## config.mk

```make
export PLATFORM = sky130hd
export DESIGN_NAME = otter_int_csr
export DESIGN_NICKNAME = d
export VERILOG_FILES = /design/src/rtl/otter_csr_pkg.sv /design/src/rtl/otter_sync_edge.sv /design/src/rtl/otter_int_csr.sv
export SDC_FILE = /design/constraint.sdc
export NUM_CORES = 1
export LEC_CHECK = 0
export CAP_MARGIN = 5
export CORE_MARGIN = 5
export CORE_UTILIZATION = 41
export DETAILED_ROUTE_END_ITERATION = 12
export GPL_TIMING_DRIVEN = 0
export PLACE_DENSITY = 0.89
export SYNTH_ARGS = -nofsm -noshare
export SYNTH_HDL_FRONTEND = slang
export SYNTH_HIERARCHICAL = 1
export SYNTH_SLANG_ARGS = --single-unit
```

## constraint.sdc

```tcl
create_clock -name CSR_CLK -period 3.5 [get_ports CSR_CLK]
set_input_delay 0.875 -clock CSR_CLK [delete_from_list [all_inputs] [get_ports CSR_CLK]]
set_output_delay 0.875 -clock CSR_CLK [all_outputs]
set_load 0.1 [all_outputs]
```

## src/rtl/otter_csr_pkg.sv

```systemverilog
// Shared CSR addresses, bit positions and trap cause for the OTTER CSR file.
package otter_csr_pkg;

   localparam logic [11:0] ADDR_MSTATUS = 12'h300;
   localparam logic [11:0] ADDR_MIE     = 12'h304;
   localparam logic [11:0] ADDR_MTVEC   = 12'h305;
   localparam logic [11:0] ADDR_MEPC    = 12'h341;
   localparam logic [11:0] ADDR_MCAUSE  = 12'h342;
   localparam logic [11:0] ADDR_MIP     = 12'h344;

   localparam int MSTATUS_MIE  = 3;
   localparam int MSTATUS_MPIE = 7;
   localparam int MEIE         = 11;

   localparam logic [31:0] MCAUSE_EXT_INT = 32'h8000_000B;

   // Build the architectural mstatus view from the two implemented bits.
   function automatic logic [31:0] pack_mstatus(input logic mie, input logic mpie);
      logic [31:0] v;
      v = 32'h0;
      v[MSTATUS_MIE]  = mie;
      v[MSTATUS_MPIE] = mpie;
      return v;
   endfunction

endpackage

```

## src/rtl/otter_sync_edge.sv

```systemverilog
// External interrupt synchroniser followed by a registered rising-edge detector.
// rise is high for one cycle, SYNC_STAGES+1 clock edges after din goes high.
module otter_sync_edge #(
   parameter int STAGES = 2
) (
   input  logic clk,
   input  logic rst,
   input  logic din,
   output logic level,
   output logic rise
);

   logic [STAGES-1:0] sync_q;
   logic              dly_q;
   logic              rise_q;

   assign level = sync_q[STAGES-1];
   assign rise  = rise_q;

   // Synchroniser chain, delay flop and registered edge pulse.
   always_ff @(posedge clk or posedge rst) begin
      if (rst) begin
         sync_q <= '0;
         dly_q  <= 1'b0;
         rise_q <= 1'b0;
      end else begin
         sync_q <= {sync_q[STAGES-2:0], din};
         dly_q  <= level;
         rise_q <= level & ~dly_q;
      end
   end

endmodule

```

## src/rtl/otter_int_csr.sv

```systemverilog
// Machine-mode CSR file and interrupt front end for the multicycle OTTER core.
module otter_int_csr
   import otter_csr_pkg::*;
#(
   parameter logic [31:0] MTVEC_RESET = 32'h0000_0000,
   parameter int          SYNC_STAGES = 2
) (
   input  logic        CSR_CLK,
   input  logic        CSR_RESET,
   input  logic        CSR_INT_IN,
   input  logic        CSR_intTaken,
   input  logic        CSR_intCLR,
   input  logic        CSR_csrWrite,
   input  logic        CSR_MRET,
   input  logic [11:0] CSR_ADDR,
   input  logic [31:0] CSR_WD,
   input  logic [31:0] CSR_PC,
   output logic        CSR_INT,
   output logic        CSR_prevINT,
   output logic [31:0] CSR_RD,
   output logic [31:0] CSR_MTVEC,
   output logic [31:0] CSR_MEPC
);

   localparam logic [31:0] ALIGN_MASK = 32'hFFFF_FFFC;

   logic        level;
   logic        rise;
   logic        mie_bit;
   logic        mpie_bit;
   logic        meie_bit;
   logic [31:0] mtvec_q;
   logic [31:0] mepc_q;
   logic [31:0] mcause_q;
   logic        prev_q;
   logic [31:0] rd;

   otter_sync_edge #(.STAGES(SYNC_STAGES)) u_sync (
      .clk   (CSR_CLK),
      .rst   (CSR_RESET),
      .din   (CSR_INT_IN),
      .level (level),
      .rise  (rise)
   );

   assign CSR_INT     = rise & mie_bit & meie_bit;
   assign CSR_prevINT = prev_q;
   assign CSR_MTVEC   = mtvec_q;
   assign CSR_MEPC    = mepc_q;
   assign CSR_RD      = rd;

   // Pending-request latch; a request in the entry cycle is dropped, not held.
   always_ff @(posedge CSR_CLK or posedge CSR_RESET) begin
      if (CSR_RESET)
         prev_q <= 1'b0;
      else if (CSR_intCLR || CSR_intTaken)
         prev_q <= 1'b0;
      else
         prev_q <= prev_q | CSR_INT;
   end

   // CSR state updates: interrupt entry beats MRET beats CSRRW.
   always_ff @(posedge CSR_CLK or posedge CSR_RESET) begin
      if (CSR_RESET) begin
         mie_bit  <= 1'b0;
         mpie_bit <= 1'b0;
         meie_bit <= 1'b0;
         mtvec_q  <= MTVEC_RESET;
         mepc_q   <= 32'h0;
         mcause_q <= 32'h0;
      end else if (CSR_intTaken) begin
         mepc_q   <= CSR_PC & ALIGN_MASK;
         mcause_q <= MCAUSE_EXT_INT;
         mpie_bit <= mie_bit;
         mie_bit  <= 1'b0;
      end else if (CSR_MRET) begin
         mie_bit  <= mpie_bit;
         mpie_bit <= 1'b1;
      end else if (CSR_csrWrite) begin
         case (CSR_ADDR)
            ADDR_MSTATUS: begin
               mie_bit  <= CSR_WD[MSTATUS_MIE];
               mpie_bit <= CSR_WD[MSTATUS_MPIE];
            end
            ADDR_MIE:    meie_bit <= CSR_WD[MEIE];
            ADDR_MTVEC:  mtvec_q  <= CSR_WD & ALIGN_MASK;
            ADDR_MEPC:   mepc_q   <= CSR_WD & ALIGN_MASK;
            ADDR_MCAUSE: mcause_q <= CSR_WD;
            default: ;
         endcase
      end
   end

   // Read mux returns the current (pre-write) contents of the addressed CSR.
   always_comb begin
      rd = 32'h0;
      case (CSR_ADDR)
         ADDR_MSTATUS: rd = pack_mstatus(mie_bit, mpie_bit);
         ADDR_MIE:     rd[MEIE] = meie_bit;
         ADDR_MTVEC:   rd = mtvec_q;
         ADDR_MEPC:    rd = mepc_q;
         ADDR_MCAUSE:  rd = mcause_q;
         ADDR_MIP:     rd[MEIE] = level;
         default:      rd = 32'h0;
      endcase
   end

endmodule

```

==> results of run 1 <==
[timing repair]
| action | CTS | global route |
|---|---|---|
| resized for setup | 377 | 27 |
| setup endpoints to repair | 32 | 32 |
| gates cloned | 4 | 0 |
| endpoints found under the hold margin | 0 | 0 |
| buffers inserted | 10 | 0 |
| pin swaps | 15 | 18 |
[flip-flops by register name (all words and copies together), names as in the netlist]
| signal | flops |
|---|---|
| mcause_q | 32 |
| CSR_MEPC | 30 |
| CSR_MTVEC | 30 |
| u_sync/sync_q | 2 |
| CSR_prevINT | 1 |
| meie_bit | 1 |
| mie_bit | 1 |
| mpie_bit | 1 |
| u_sync/dly_q | 1 |
| u_sync/rise | 1 |
[Yosys cell counts (all sizes together)]
cell     instances
a22o             1
inv              2
buf             10
o211ai           1
o2bb2ai          1
a221o            2
nand2          116
nor2b            3
clkbuf          25
a311oi           1
dfrtp          100
nand3            3
and2             3
mux2            92
and3             1
a21oi           28
conb             1
or4bb            2
o21ai            2
nor4             4
or3b             1
or3              1
nor2            10
mux2i            1
nand2b           1
a22oi           29
nand3b           2
nor3            11
or4              3
[per-layer routing]
layer  track usage [%]  part of all wire, %
met3             5.461                  6.1
met2             42.94                   53
met5                 0                    0
met4             9.377                  2.7
met1             27.91                   38
[cell type report]
| cell class | instances | area, sq um |
|---|---|---|
| fillers | 837 | 3625 |
| multi-input cells | 323 | 2784 |
| flip-flops and latches | 100 | 2502 |
| repair buffers | 188 | 2185 |
| plain buffers | 34 | 286.5 |
| clock buffers | 13 | 250.2 |
| well taps | 147 | 183.9 |
| clock inverters | 2 | 35.03 |
| inverters | 2 | 10.01 |
[critical path, cell delays in order]
cell and delay (ps):
buf_6 90, or4_4 600, nor4_4 280, buf_4 180, buf_6 120, clkbuf_16 150, a22oi_2 100, nand2_4 80
buf_12 170
[worst min-delay path by stage]
stage,depth (start not counted),start,endpoint,slack [ps]
CTS,0,u_sync/sync_q[0],u_sync/sync_q[1],350
global placement,0,u_sync/sync_q[0],u_sync/sync_q[1],330
floorplan,0,u_sync/sync_q[0],u_sync/sync_q[1],330
finish,0,u_sync/sync_q[0],u_sync/sync_q[1],350
global route,0,u_sync/sync_q[0],u_sync/sync_q[1],350
detailed placement,0,u_sync/sync_q[0],u_sync/sync_q[1],340
[per-stage QoR]
stage	total power [uW]	std cells	util, %	setup TNS (ps)
6_report	2828	809	69.44	-128.7
5_1_grt	2933	809	69.44	-802.6
4_1_cts	2847	809	68.45	-171.6
3_5_place_dp	1866	781	60.61	-64960
3_3_place_gp	1843	780	60.36	-188500
2_1_floorplan	1644	460	-	-924.1
[layout by cell type, fill, tap and decap left out, types with 4 or more instances in the layout]
cell,count
buf_8,4
conb_1,4
a21oi_1,28
buf_4,10
clkbuf_8,4
buf_2,5
a22oi_2,25
clkbuf_16,12
buf_12,31
mux2_2,84
nand2_4,23
buf_6,10
dfrtp_1,100
nand2_1,77
mux2_4,8
a22oi_1,4
clkbuf_1,20
nand2_8,11
clkdlybuf4s50_1,129
nor2_1,10
nor3_1,9
nand2_2,5
[cells by family (layout without fill, tap and decap cells)]
kind of cell,after synthesis,after routing
simple gates,161,161
flops,100,100
mux,93,93
compound gates,65,65
buf+inv,37,239
other cells,1,4
[power breakdown]
part	total (uW)	switching, uW	internal (uW)
Combinational	617	403	213
Sequential	1240	40.8	1200
Clock	974	404	570
==> impl_metrics.env, run 1 <==
export IMPL_outcome="finished with violations"
export IMPL_violations="setup timing"
export IMPL_grt_max_degree=50
export IMPL_synthAdderAreaFrac_pct=0
export IMPL_cap_violations=0
export IMPL_synth_seq_area_share_pct=50.96
export IMPL_ant_nets=0
export IMPL_syn_cell_area_sq_mm=0.004911
export IMPL_reg2reg_depth=2
export IMPL_row_count=40
export IMPL_critPathKind="in -> out"
export IMPL_cts_tree="built"
export IMPL_gp_congestion=0.8316
export IMPL_slew_viol_final=0
export IMPL_initial_utilization_pct=41.40
export IMPL_r2r_end="CSR_MEPC[8]"
export IMPL_io_buffer_count=173
export IMPL_numCtsBuffers=9
export IMPL_grt_usage_pct=24.04
export IMPL_required_ps=2620
export IMPL_fin_ws_ps=-29.51
export IMPL_hold_slack_ps=346.9
export IMPL_drc=0
export IMPL_clk_latency_ps=340
export IMPL_r2r_start="CSR_MEPC[8]"
export IMPL_synth_cells=457
export IMPL_antenna_found_initial=0
export IMPL_peakVddDrop_mv=0.2276
export IMPL_clock_sinks=100
export IMPL_hold_path_class="reg -> reg"
export IMPL_tightest_slew_ps=1014
export IMPL_yosysTopAreaCell="dfrtp_1"
export IMPL_grt_first_pass_wirelength_microns=26680
export IMPL_fin_crit_ps=3530
export IMPL_h_tree_depth=3
export IMPL_cts_hold_buf=0
export IMPL_final_layout_size_suffix_gt1_share_pct=39.12
export IMPL_end_kind="output port"
export IMPL_num_antenna_cells=0
export IMPL_fin_crit_sh_pct=100.8
export IMPL_cp_startpoint="CSR_ADDR[4]"
export IMPL_hold_viol=0
export IMPL_setup_violations=9
export IMPL_place_ws_ps=-1900
export IMPL_synth_compound_area_share_pct=8.586
export IMPL_core_sq_mm=0.01186
export IMPL_dr_pass1_iters=4
export IMPL_grt_ovfl_total=0
export IMPL_drtIter0Drc=216
export IMPL_timing_fmax_mhz=283.3
export IMPL_skew_ps=5.104
export IMPL_worstPathArrival_ps=2650
export IMPL_synth_top_family_by_area="multiplexers"
export IMPL_hpwl_microns=11560
export IMPL_stdcell_area_sq_mm=0.008237
export IMPL_ys_types=37
export IMPL_p_per_area_mw_per_mm2=343.3
export IMPL_syn_avg_cell_area_sq_um=10.75
export IMPL_path_clk_slew_ps=60
export IMPL_synth_seq_cells=100
export IMPL_syn_to_final_growth_pct=67.72
export IMPL_worstPathMaxFanout=5
export IMPL_endpoint="CSR_RD[22]"
export IMPL_synth_top_area_share_pct=50.96
export IMPL_place_area_sq_mm=0.007189
export IMPL_ios=181
export IMPL_routed_wl_microns=16880
export IMPL_maxSlewHeadroom_pct=32.17
export IMPL_rsz0062_at_grt="yes"
export IMPL_yosys_area_share_xor_xnor_pct=0
export IMPL_synth_warnings=6
export IMPL_routedWlPerCell_microns=20.86
export IMPL_nets=741
export IMPL_vias=4398
export IMPL_chipWidth_microns=119.4
export IMPL_cts_root_buf="clkbuf_16"
export IMPL_synthTopCellsByArea="dfrtp_1 (51%), mux2_2 (19%), nand2_1 (8.9%)"
export IMPL_rrSetupSlack_ps=2390
export IMPL_cp_start_kind="input port"
export IMPL_die_area_sq_mm=0.01427
export IMPL_die_y_microns=119.4
export IMPL_synth_simple_area_share_pct=14.70
export IMPL_grt_pass1_vias=4845
export IMPL_muxShareOfSynthArea_pct=21.91
export IMPL_vias_per_cell=5.436
export IMPL_cts_path_max_buffers=2
export IMPL_p_leak_uw=0.003466
Power figures use the tool's default switching activity.
==> run 2: changes to the inputs <==
Settings changed: CTS_BUF_LIST set to sky130_fd_sc_hd__clkbuf_4 sky130_fd_sc_hd__clkbuf_8 sky130_fd_sc_hd__clkbuf_16.
==> run 2 against run 1 <==
Effect of this change: the flow still finishes with violations (setup timing); sequential power hardly changed; flip-flop and latch count unchanged; wire length increased by 0.39%; via count fell by 0.36%; final cell count unchanged; worst setup slack got worse by 0.87 ps; critical path depth is the same; clock skew is 1.5 ps lower; total power is 0.88% higher; global-route usage rose by 0.058 points; fmax hardly changed.
==> impl_metrics.env, run 2 (synthesis results as in run 1) <==
export IMPL_grt_ovfl_total=0
export IMPL_routed_wl_microns=16940
export IMPL_cp_start_kind="input port"
export IMPL_endpoint="CSR_RD[22]"
export IMPL_die_y_microns=119.4
export IMPL_maxSlewHeadroom_pct=32.46
export IMPL_core_sq_mm=0.01186
export IMPL_final_layout_size_suffix_gt1_share_pct=39.58
export IMPL_initial_utilization_pct=41.40
export IMPL_reg2reg_depth=2
export IMPL_p_clk_share_pct=35.0
export IMPL_layout_commonest_cell="clkdlybuf4s50_1"
export IMPL_row_count=40
export IMPL_numCtsBuffers=9
export IMPL_largest_reg_flops=32
export IMPL_clock_sinks=100
export IMPL_skew_ps=3.640
export IMPL_p_leak_uw=0.003479
export IMPL_io_buffer_count=173
export IMPL_stdcell_area_sq_mm=0.008254
export IMPL_grt_usage_pct=24.10
export IMPL_hold_viol=0
export IMPL_setup_violations=10
export IMPL_hold_slack_ps=346.9
export IMPL_chipWidth_microns=119.4
export IMPL_cts_root_buf="clkbuf_16"
export IMPL_gp_congestion=0.8316
export IMPL_rrSetupSlack_ps=2400
export IMPL_r2r_end="CSR_MEPC[5]"
export IMPL_drc=0
export IMPL_cts_path_max_buffers=2
export IMPL_hold_path_class="reg -> reg"
export IMPL_worstPathMaxFanout=5
export IMPL_place_ws_ps=-1900
export IMPL_rsz0062_at_grt="yes"
export IMPL_cap_violations=0
export IMPL_regMostFlops="mcause_q"
export IMPL_antenna_found_initial=0
export IMPL_slew_viol_final=0
export IMPL_grt_max_degree=50
export IMPL_outcome="finished with violations"
export IMPL_h_tree_depth=3
export IMPL_cp_startpoint="CSR_ADDR[4]"
export IMPL_peakVddDrop_mv=0.2499
export IMPL_required_ps=2620
export IMPL_dr_pass1_iters=4
export IMPL_ant_nets=0
export IMPL_r2r_start="CSR_MEPC[5]"
export IMPL_clk_latency_ps=340
export IMPL_timing_fmax_mhz=283.3
export IMPL_num_antenna_cells=0
export IMPL_tightest_slew_ps=1010
export IMPL_grt_first_pass_wirelength_microns=26760
export IMPL_p_sw_uw=849.8
export IMPL_ios=181
export IMPL_syn_to_final_growth_pct=68.08
export IMPL_fin_crit_sh_pct=100.9
export IMPL_p_comb_share_pct=21.6
export IMPL_fin_ws_ps=-30.38
export IMPL_vias=4382
export IMPL_most_common_layout_cells="clkdlybuf4s50_1 (129), dfrtp_1 (100), mux2_2 (84)"
export IMPL_end_kind="output port"
export IMPL_p_int_uw=2003
export IMPL_fin_crit_ps=3530
export IMPL_cts_tree="built"
export IMPL_seq_power_share_pct=43.3
export IMPL_grt_pass1_vias=4861
export IMPL_worstPathArrival_ps=2660
export IMPL_die_area_sq_mm=0.01427
export IMPL_vias_per_cell=5.417
export IMPL_drtIter0Drc=260
export IMPL_nets=741
export IMPL_critPathKind="in -> out"
export IMPL_power_total_uw=2852
export IMPL_hpwl_microns=11560
export IMPL_place_area_sq_mm=0.007189
export IMPL_routedWlPerCell_microns=20.94
export IMPL_violations="setup timing"
export IMPL_path_clk_slew_ps=60
export IMPL_switching_share_pct=29.79
export IMPL_p_per_area_mw_per_mm2=345.6
## run 2: area by class of cell
type | instances | area [sq um]
sequential | 100 | 2502
tap | 147 | 183.9
buffer | 34 | 286.5
clock inverter | 2 | 35.03
clock buffer | 13 | 261.5
fill | 839 | 3607
timing repair buffer | 188 | 2191
inverter | 2 | 10.01
multi-input combinational | 323 | 2784
## run 2: power by group through the flow
stage / logic (uW) / clock network (uW) / registers [uW]
2_1_floorplan: 142 / 0 / 1500
3_3_place_gp: 598 / 0 / 1250
3_5_place_dp: 616 / 0 / 1250
4_1_cts: 617 / 1030 / 1230
5_1_grt: 643 / 1070 / 1240
6_report: 617 / 999 / 1240
## run 2: stage by stage
step                TNS (ps)  cells  util (%)
floorplan             -924.1    460         -
global placement     -188500    780     60.36
detailed placement    -64960    781     60.61
CTS                   -171.6    809     68.54
global route          -760.9    809     69.59
finish                -152.3    809     69.59
## run 2: worst max-delay path: stages
cell,delay [ps]
buf_6,90
or4_4,600
nor4_4,280
buf_4,180
buf_6,130
clkbuf_16,150
a22oi_2,100
nand2_4,80
buf_12,170
## run 2: timing repair
item,CTS,global route
resized for setup,377,28
hold buffers,0,0
hold endpoints to repair,0,0
pin swaps,15,18
cloned,4,0
setup buffers,10,0
endpoints found under the setup margin,32,32
## run 2: worst min path at each step
stage                           from          endpoint  slack [ps]  cells past startpoint
finish              u_sync/sync_q[0]  u_sync/sync_q[1]         350                      0
global route        u_sync/sync_q[0]  u_sync/sync_q[1]         350                      0
CTS                 u_sync/sync_q[0]  u_sync/sync_q[1]         350                      0
detailed placement  u_sync/sync_q[0]  u_sync/sync_q[1]         340                      0
global placement    u_sync/sync_q[0]  u_sync/sync_q[1]         330                      0
floorplan           u_sync/sync_q[0]  u_sync/sync_q[1]         330                      0
## run 2: routing by layer
layer	routed length (microns)	up-vias	track usage, %
li1	-	2006	-
met1	6500	2171	27.90
met2	9032	173	43.15
met3	949	32	5.461
met4	459	0	9.377
met5	0	-	0
==> run 3: changes to the inputs <==
Settings changed: ABC_CLOCK_PERIOD_IN_PS set to 3500.
==> results of run 3 <==
No change in the layout: final DEF, timing and power equal those of run 2.
